===== src/rtl/cms_trace_engine.sv =====
// Trace packetiser: samples the committed PC/instruction stream, applies trigger and address-window
// filtering, and queues {instr, ts_delta, pc, event counts} packets for an AXI-Stream consumer.
module cms_trace_engine #(
    parameter int XLEN       = 64,
    parameter int INSTR_W    = 32,
    parameter int NUM_EVENTS = 8,
    parameter int EVT_CNT_W  = 8,
    parameter int TS_W       = 64,
    parameter int NUM_RANGES = 2,
    parameter int FIFO_DEPTH = 16,
    localparam int PKT_W     = INSTR_W + TS_W + XLEN + NUM_EVENTS * EVT_CNT_W
) (
    input  logic                          clk,
    input  logic                          rst,
    input  logic                          en,
    input  logic                          pc_valid,
    input  logic [XLEN-1:0]               pc,
    input  logic [INSTR_W-1:0]            instr,
    input  logic [NUM_EVENTS-1:0]         perf_events,
    input  logic                          ctrl_we,
    input  logic [7:0]                    ctrl_addr,
    input  logic [63:0]                   ctrl_wdata,
    output logic                          m_axis_tvalid,
    input  logic                          m_axis_tready,
    output logic [PKT_W-1:0]              m_axis_tdata,
    output logic                          m_axis_tlast,
    output logic [$clog2(FIFO_DEPTH):0]   fifo_level,
    output logic [31:0]                   dropped_count,
    output logic [1:0]                    trace_state
);

    localparam int AW = $clog2(FIFO_DEPTH);
    localparam logic [INSTR_W-1:0] WFI_INSTR = INSTR_W'(32'h1050_0073);

    typedef enum logic [1:0] {
        ST_WAIT  = 2'd0,
        ST_TRACE = 2'd1,
        ST_STOP  = 2'd2
    } state_e;

    // Stream and control writes share one input stage, so a write only affects later samples.
    logic                  s_act_q;
    logic [XLEN-1:0]       s_pc_q;
    logic [INSTR_W-1:0]    s_instr_q;
    logic [NUM_EVENTS-1:0] s_ev_q;
    logic [TS_W-1:0]       s_ts_q;
    logic                  s_we_q;
    logic [7:0]            s_addr_q;
    logic [63:0]           s_wdata_q;
    logic [TS_W-1:0]       ts_q;

    always_ff @(posedge clk) begin
        // NOTE: sequential state uses non-blocking assignments so every register sees pre-edge values.
        if (rst) begin
            s_act_q   <= 1'b0;
            s_pc_q    <= '0;
            s_instr_q <= '0;
            s_ev_q    <= '0;
            s_ts_q    <= '0;
            s_we_q    <= 1'b0;
            s_addr_q  <= '0;
            s_wdata_q <= '0;
            ts_q      <= '0;
        end else begin
            s_act_q   <= pc_valid & en;
            s_pc_q    <= pc;
            s_instr_q <= instr;
            s_ev_q    <= perf_events;
            s_ts_q    <= ts_q;
            s_we_q    <= ctrl_we;
            s_addr_q  <= ctrl_addr;
            s_wdata_q <= ctrl_wdata;
            ts_q      <= ts_q + TS_W'(1);
        end
    end

    logic                  start_en_q;
    logic                  end_en_q;
    logic [XLEN-1:0]       start_addr_q;
    logic [XLEN-1:0]       end_addr_q;
    logic [31:0]           tlast_int_q;
    logic [NUM_RANGES-1:0] range_en_q;
    logic [XLEN-1:0]       range_lo_q [NUM_RANGES];
    logic [XLEN-1:0]       range_hi_q [NUM_RANGES];
    logic [XLEN-1:0]       wdata_x;
    logic                  rearm;
    logic                  clear_drop;

    assign wdata_x    = XLEN'(s_wdata_q);
    assign rearm      = s_we_q && (s_addr_q == 8'd5);
    assign clear_drop = s_we_q && (s_addr_q == 8'd6);

    always_ff @(posedge clk) begin
        if (rst) begin
            start_en_q   <= 1'b0;
            end_en_q     <= 1'b0;
            start_addr_q <= '0;
            end_addr_q   <= '0;
            tlast_int_q  <= '0;
            range_en_q   <= '0;
            for (int i = 0; i < NUM_RANGES; i++) begin
                range_lo_q[i] <= '0;
                range_hi_q[i] <= '1;
            end
        end else if (s_we_q) begin
            case (s_addr_q)
                8'd0:    start_en_q   <= s_wdata_q[0];
                8'd1:    end_en_q     <= s_wdata_q[0];
                8'd2:    start_addr_q <= wdata_x;
                8'd3:    end_addr_q   <= wdata_x;
                8'd4:    tlast_int_q  <= s_wdata_q[31:0];
                8'd7:    range_en_q   <= s_wdata_q[NUM_RANGES-1:0];
                default: begin
                    for (int i = 0; i < NUM_RANGES; i++) begin
                        if (s_addr_q == 8'(8 + 2 * i)) range_lo_q[i] <= wdata_x;
                        if (s_addr_q == 8'(9 + 2 * i)) range_hi_q[i] <= wdata_x;
                    end
                end
            endcase
        end
    end

    logic range_ok;

    always_comb begin
        // NOTE: every combinational output gets a default first so no path leaves it unassigned (no latch).
        range_ok = (range_en_q == '0);
        for (int i = 0; i < NUM_RANGES; i++) begin
            if (range_en_q[i] && s_pc_q >= range_lo_q[i] && s_pc_q <= range_hi_q[i]) range_ok = 1'b1;
        end
    end

    state_e state_q, state_d;
    logic   start_hit;
    logic   is_wfi;
    logic   start_match;

    assign is_wfi      = (s_instr_q == WFI_INSTR);
    assign start_match = (s_pc_q == start_addr_q);

    always_ff @(posedge clk) begin
        if (rst) state_q <= ST_TRACE;
        else     state_q <= state_d;
    end

    always_comb begin
        state_d   = state_q;
        start_hit = 1'b0;
        if (s_act_q) begin
            case (state_q)
                ST_WAIT: if (start_match) begin
                    state_d   = ST_TRACE;
                    start_hit = 1'b1;
                end
                ST_TRACE: if ((end_en_q && s_pc_q == end_addr_q) || is_wfi) state_d = ST_STOP;
                ST_STOP: if (start_en_q && start_match) begin
                    state_d   = ST_TRACE;
                    start_hit = 1'b1;
                end
                default: state_d = ST_TRACE;
            endcase
        end
        if (rearm) state_d = start_en_q ? ST_WAIT : ST_TRACE;
    end

    assign trace_state = state_q;

    logic emit;
    logic push;
    logic pop;
    logic drop;
    logic fifo_full;
    logic fifo_empty;

    assign emit = s_act_q && (state_q == ST_TRACE || start_hit) && range_ok;

    // A counter restarts from the push-cycle event bit, so that event lands in the next packet.
    logic [EVT_CNT_W-1:0]            cnt_q [NUM_EVENTS];
    logic [EVT_CNT_W-1:0]            cnt_d [NUM_EVENTS];
    logic [NUM_EVENTS*EVT_CNT_W-1:0] cnt_flat;

    always_comb begin
        for (int i = 0; i < NUM_EVENTS; i++) begin
            cnt_d[i]                         = cnt_q[i];
            cnt_flat[i*EVT_CNT_W +: EVT_CNT_W] = cnt_q[i];
            if (push)                          cnt_d[i] = EVT_CNT_W'(s_ev_q[i]);
            else if (s_ev_q[i] && cnt_q[i] != '1) cnt_d[i] = cnt_q[i] + EVT_CNT_W'(1);
        end
    end

    logic [TS_W-1:0] last_push_ts_q;
    logic [31:0]     tl_cnt_q;
    logic [31:0]     tl_next;
    logic            pkt_last;
    logic [PKT_W-1:0] pkt;

    assign tl_next  = tl_cnt_q + 32'd1;
    assign pkt_last = is_wfi || (tlast_int_q != 32'd0 && tl_next >= tlast_int_q);
    assign pkt      = {s_instr_q, s_ts_q - last_push_ts_q, s_pc_q, cnt_flat};

    always_ff @(posedge clk) begin
        if (rst) begin
            for (int i = 0; i < NUM_EVENTS; i++) cnt_q[i] <= '0;
            last_push_ts_q <= '0;
            tl_cnt_q       <= '0;
        end else begin
            for (int i = 0; i < NUM_EVENTS; i++) cnt_q[i] <= cnt_d[i];
            if (push) begin
                last_push_ts_q <= s_ts_q;
                tl_cnt_q       <= pkt_last ? 32'd0 : tl_next;
            end
        end
    end

    logic [PKT_W:0]  fifo_mem_q [FIFO_DEPTH];
    logic [AW-1:0]   wr_ptr_q;
    logic [AW-1:0]   rd_ptr_q;
    logic [AW:0]     count_q;
    logic [31:0]     dropped_q;

    assign fifo_full  = (count_q == (AW+1)'(FIFO_DEPTH));
    assign fifo_empty = (count_q == '0);
    assign pop        = !fifo_empty && m_axis_tready;
    assign push       = emit && (!fifo_full || pop);
    assign drop       = emit && fifo_full && !pop;

    // NOTE: the storage array has no reset; the pointers and count define which entries are valid.
    always_ff @(posedge clk) begin
        if (push) fifo_mem_q[wr_ptr_q] <= {pkt_last, pkt};
    end

    always_ff @(posedge clk) begin
        if (rst) begin
            wr_ptr_q  <= '0;
            rd_ptr_q  <= '0;
            count_q   <= '0;
            dropped_q <= '0;
        end else begin
            if (push) wr_ptr_q <= wr_ptr_q + AW'(1);
            if (pop)  rd_ptr_q <= rd_ptr_q + AW'(1);
            case ({push, pop})
                2'b10:   count_q <= count_q + (AW+1)'(1);
                2'b01:   count_q <= count_q - (AW+1)'(1);
                default: count_q <= count_q;
            endcase
            if (clear_drop)                 dropped_q <= '0;
            else if (drop && dropped_q != '1) dropped_q <= dropped_q + 32'd1;
        end
    end

    assign m_axis_tvalid                 = !fifo_empty;
    assign {m_axis_tlast, m_axis_tdata}  = fifo_empty ? '0 : fifo_mem_q[rd_ptr_q];
    assign fifo_level                    = count_q;
    assign dropped_count                 = dropped_q;

endmodule


===== config.mk =====
export PLATFORM = sky130hd
export DESIGN_NAME = cms_trace_engine
export DESIGN_NICKNAME = d
export VERILOG_FILES = /design/src/rtl/cms_trace_engine.sv
export SDC_FILE = /design/constraint.sdc
export NUM_CORES = 2
export LEC_CHECK = 0
export ABC_CLOCK_PERIOD_IN_PS = 21800
export BUFFER_PORTS_ARGS = -buffer_cell sky130_fd_sc_hd__clkbuf_2
export CAP_MARGIN = 20
export CORE_MARGIN = 3
export CORE_UTILIZATION = 25
export DETAILED_ROUTE_END_ITERATION = 10
export PLACE_DENSITY = 0.35
export SYNTH_ARGS = -nofsm -noshare
export SYNTH_HDL_FRONTEND = slang
export SYNTH_SLANG_ARGS = --single-unit
export TNS_END_PERCENT = 30

===== constraint.sdc =====
create_clock -name clk -period 21.8 [get_ports clk]
set_clock_uncertainty 0.05 [all_clocks]
set_input_delay 1.09 -clock clk [delete_from_list [all_inputs] [get_ports clk]]
set_output_delay 1.09 -clock clk [all_outputs]
set_load 0.01 [all_outputs]

Yosys cells after proc, flatten, opt, wreduce, memory -nomap -nowiden
Memories as Yosys holds them, arrays and structs flattened. A register that Yosys moved wholly into a read port is not among the register bits.
Index checks and enable logic that the tools add are counted.
{"block": "word_totals", "ramBits": 3920, "register_bits": 613, "mem_count": 4, "output_inout_bits": 265, "inputBits": 182, "wordCells": 209}
{"block": "classes", "n_reduce_logical": 47, "n_addsub": 16, "magnitude_cmp": 5, "muxes": 71, "bitwise": 13, "n_eq_ne": 31}
{"name": "fifo_mem_q", "depth": 16, "width": 225, "read_ports": 1, "rd_ports_with_merged_regs": 1, "write_ports": 1, "line": "215", "source": "logic [PKT_W:0] fifo_mem_q [FIFO_DEPTH];"}
{"name": "range_hi_q", "depth": 2, "width": 64, "read_ports": 2, "rd_ports_with_merged_regs": 0, "write_ports": 2, "line": "84", "source": "logic [XLEN-1:0] range_hi_q [NUM_RANGES];"}
{"name": "range_lo_q", "depth": 2, "width": 64, "read_ports": 2, "rd_ports_with_merged_regs": 0, "write_ports": 2, "line": "83", "source": "logic [XLEN-1:0] range_lo_q [NUM_RANGES];"}
{"name": "cnt_q", "depth": 8, "width": 8, "read_ports": 8, "rd_ports_with_merged_regs": 0, "write_ports": 8, "line": "178", "source": "logic [EVT_CNT_W-1:0] cnt_q [NUM_EVENTS];"}
{"cell": "2-to-1 mux 64 bit", "count": 4}
{"cell": "2-to-1 mux 225 bit", "count": 1}
{"cell": "2-to-1 mux 8 bit", "count": 24}
{"cell": "== test 64 bit", "count": 2}
{"cell": ">= comparator 64 bit", "count": 2}
{"cell": "<= comparator 64 bit", "count": 2}
{"cell": "adder 32 x 1 -> 32 bit (second input constant)", "count": 2}
{"cell": "adder 64 x 1 -> 64 bit (second input constant)", "count": 1}
{"cell": "adder 8 x 1 -> 8 bit (second input constant)", "count": 8}
{"cell": "inequality test 8 bit (second input constant)", "count": 8}
{"cell": "subtractor 64 bit", "count": 1}
{"cell": "== test 32 x 29 -> 1 bit (second input constant)", "count": 1}
{"cell": "== test 8 x 3 -> 1 bit (second input constant)", "count": 4}
{"cell": "== test 8 x 4 -> 1 bit (second input constant)", "count": 4}
{"cell": ">= comparator 32 bit", "count": 1}
{"cell": "2-to-1 mux 32 bit", "count": 1}
{"cell": "inequality test 32 bit (second input constant)", "count": 1}
{"cell": "nonzero test 32 bit", "count": 1}
{"cell": "2-to-1 mux 1 bit", "count": 31}
{"cell": "logical AND 1 bit", "count": 24}
{"cell": "== test 8 x 2 -> 1 bit (second input constant)", "count": 2}
{"cell": "OR 1 bit", "count": 12}
{"cell": "AND reduction 2 bit", "count": 6}
{"cell": "2-to-1 mux 2 bit", "count": 5}
{"cell": "22 further kinds", "count": 35}

Longest topological paths before layout
{"block": "logic_depth", "depth_word": 11, "mapped_depth": 20, "ltp_nobuf": 19}

Least setup slack after synthesis
No wires, ideal clock.
{"block": "synth_timing", "kind": "reg-to-reg", "startpoint": "register s_pc_q[45]", "endpoint": "memory fifo_mem_q[11][0] in the netlist's numbering, enable pin", "required_time_ps": 21135, "setup_time_ps": 615, "arrival_ps": 7916, "period_less_slack_ps": 8581, "path_slack_ps": 13219, "path_stages_with_launch": 13, "n_path_buf": 2, "cell_sequence": "dfxtp_1 > ha_1 > a21o_1 > a21o_1 > a221oi_1 > o31ai_1 > a221oi_1 > o21ai_0 > o2bb2ai_1 > a21boi_1 > buf_2 > buf_2 > and3_1"}
{"block": "synth_via", "elab_chain_len": 11, "word_cells_on_any_way": 22, "classes_between": "order compare: 4; eq/ne: 1; mux: 8; reduce/logical: 9"}
{"element": "start, declared", "line": "43", "source": "logic [XLEN-1:0] s_pc_q;"}
{"element": "start signal, assigned", "line": "66", "source": "s_pc_q <= pc;"}
{"element": "parallel branches: the longest is 7 deep, another holds >= comparator 64 bit"}
{"element": "logical AND 1 bit (*)", "line": "175", "source": "assign emit = s_act_q && (state_q == ST_TRACE || start_hit) && range_ok;"}
{"element": "logical AND 1 bit (*)", "line": "224", "source": "assign push = emit && (!fifo_full || pop);"}
{"element": "2-to-1 mux 1 bit (*)", "line": "229", "source": "if (push) fifo_mem_q[wr_ptr_q] <= {pkt_last, pkt};"}
{"element": "2-to-1 mux 1 bit (not written as such) (*)", "line": "229"}
{"element": "end, declared", "line": "215"}
Every way passes the cells marked *.

==> run metrics <==
CP top delay family=buffers and inverters; CTS tree=done; syn_nets=10648; Finished Layout Cells=~21000; Core ar.=723000 um2; vias in the first global route=between 100k and 150k; critical path type=reg2out; CP Max Fanout=61; final hold violations=0; CP required=20.66 ns; Ports=447; crit path max-delay cell type=dfxtp_4; Distinct cells, synth=between 80 and 90; first-pass GRT wire length=810 mm; Peak supply drop=0.000102 V; multiplexer area fraction after synthesis=about 14%; Die Footprint=737000 um2; Mapped Cells=10094; Post-Syn Area=roughly 180000 um2; Vias per Instance=between 4 and 5; share of the synthesized area in the top cell type=63.8%; most used cell, CP=buf_4; Synth Register Bits=4537; placed insts=roughly 20000; Gates resized, CTS repair=0; Die X=858 um; Area Overhead vs Synth=18.0%; Antenna Nets Post-Route=0; Post-synth ARST share=0%; crit path cell chain=buf_4 > buf_4 > buf_4 > buf_4 > buf_4 > mux4_2 > mux4_2 > and2_1 > clkbuf_2; Yosys top cell by area=edfxtp_1; Adder-Cell Fraction of Synth Area=under 10%; Power Dens Cells=105 nW/um2; cts hold-fix bufs=0; DP Wirelength=~350 mm; status=finished clean; syn avg cell area=approximately 18 um2; CP Launch Type=flop; Row Count=312; simple-gate share of the synthesized area=about 5.7%; Post-DP Area=197000 um2; internal power=approximately 16 mW; Tcrit/Tclk final=40.6%; max incr delay on CP=1.01 ns; via count=95250; initial drt markers=6644; design area=214000 um2; clock buffer count from CTS=549; Net Switching=6.12 mW; clk slew on worst S/H paths=0.06 ns; Reg power frac=42.8%; Starting Density=25.1%; layout cell share with drive strength beyond 1=24.4%; Clock Path Buffers=4; leak pwr=approximately 70 nW; routability cong.=0.772; synth top area cells=edfxtp_1, mux4_2, dfxtp_1, ha_1, nand2_1; Post-synth EDFFs=3856; total power=22.4 mW; Clock Latency Late Sink=between 1 and 1.5 ns; Max-cap violations=0; fmax=113 MHz; Slew Viols, Final=0; drt pass-1 iters=7; Net Sw Frac=27.3%; Period minus WS final=8.86 ns; Post-CTS Repair Setup Buffers=0; top_reg_cell synth=edfxtp_1; CP endpoint kind=output port; setup TNS=0 ns; CTS Root Cell=clkbuf_16; All-Layer GR Usage=15.3%; combinational share of power=17.8%; Compound-Gate Fraction of Synth Area=2.85%; initial antenna violation count=between 40 and 50; routed wire length=576 mm; Hold Crit Class=in2reg; count leader, synth=edfxtp_1; WP buf/inv=6; Die Y=858 um; xor and xnor fraction of the mapped netlist area=1.37%; H-tree depth=6; count of final setup violators=0; worst slew pin tran=1.12 ns; worst path arrival time=7.72 ns; residual DRC count=0; Rel. slew slack=24.9%; I/O Buffers=~450; Post-synth top cells=edfxtp_1, mux4_2, dfxtp_1; clock sink count=~4500; Layout Nets=11487; largest family of logic cells by synthesized area=multiplexers; synth warn=0; total gr overflow=0; RSZ-0062 raised after global routing=false; post-synthesis sequential area ratio=71.3%; fraction of power consumed by the clock network=a little under 40%; routed len/inst=27.5 um; largest net degree at the start of global routing=between 100 and 150
## sequential cells by signal (all words and copies together), names as in the netlist, 4 cells and up, named ones only
signal          flops
last_push_ts_q     64
ts_q               64
dropped_count      32
s_addr_q            8
fifo_mem_q       3600
range_lo_q        128
wr_ptr_q            4
end_addr_q         64
fifo_level          5
s_instr_q          32
tl_cnt_q           32
rd_ptr_q            4
s_pc_q             64
tlast_int_q        32
range_hi_q        128
start_addr_q       64
s_ts_q             64
cnt_q              64
s_ev_q              8
s_wdata_q          64
## power groups by stage
stage | Sequential, mW | Clock [mW] | Combinational (mW)
floorplan | 9.74 | 0 | 2.42
global placement | 9.79 | 0 | 4.21
detailed placement | 9.79 | 0 | 4.22
CTS | 9.61 | 9.14 | 4.23
global route | 9.61 | 9.48 | 4.36
finish | 9.61 | 8.82 | 4.00
## per-stage QoR
| stage | utilization [%] | setup WS (ns) | hold slack (ns) |
|---|---|---|---|
| 5_1_grt | 29.6 | 12.22 | 0.0853 |
| 3_5_place_dp | 27.2 | 12.97 | 0.397 |
| 2_1_floorplan | - | 13.22 | 0.371 |
| 4_1_cts | 29.6 | 12.39 | 0.0344 |
| 3_3_place_gp | 27.2 | 12.73 | 0.396 |
| 6_report | 29.7 | 12.94 | 0.175 |
## final timing paths
path                                            start  depth (start not counted)  slack, ns                        endpoint
worst max-delay path                             flop                          9      12.94               m_axis_tdata[173]
worst min-delay path                   ctrl_wdata[54]                          2       0.18        s_wdata_q[54]$_SDFF_PP0_
worst max register to register  s_pc_q[45]$_SDFF_PP0_                         15      13.31     fifo_mem_q[9][26]$_DFFE_PP_
worst min register to register   s_ts_q[0]$_SDFF_PP0_                          2       0.39  last_push_ts_q[0]$_SDFFE_PP0P_
## kinds of logic (layout without fill, tap and decap cells)
| logic type | after synthesis | after routing |
|---|---|---|
| flip-flops | 4537 | 4537 |
| AND/OR/NAND/NOR | 1983 | 1983 |
| multiplexers | 1213 | 1213 |
| buffers and inverters | 872 | 2159 |
| AO/OA/AOI/OAI | 833 | 833 |
| adder cells (fa/ha/maj) | 372 | 372 |
| XOR/XNOR | 284 | 284 |
| other | 0 | 12 |
## cells in the final DEF, fill, tap and decap left out, drive strengths merged, types with 126 or more instances in the layout
cell type	instances
a21oi	369
o21ai	126
clkinv	209
xnor2	173
dfxtp	681
buf	289
inv	451
nor2b	267
and2	304
mux4	1125
nand4	127
edfxtp	3856
nand2	530
clkbuf	1177
ha	370
nor2	303
## layer usage
metal	wire length (um)	vias up	GRT usage, %
met3	19500	691	1.84
met1	260000	51348	20.7
met4	11400	0	3.00
met2	286000	1809	26.4
li1	-	41402	-
met5	0	-	0
## layout make-up
type	count	area, um2
Antenna cell	12	30.0
Timing Repair Buffer	735	4730
Multi-Input combinational cell	4685	49300
Fill cell	71218	509000
Clock inverter	268	2270
Inverter	425	1600
Tap cell	9577	12000
Sequential cell	4537	129000
Clock buffer	731	15000
Note: power is estimated with default switching activity, not from simulation.
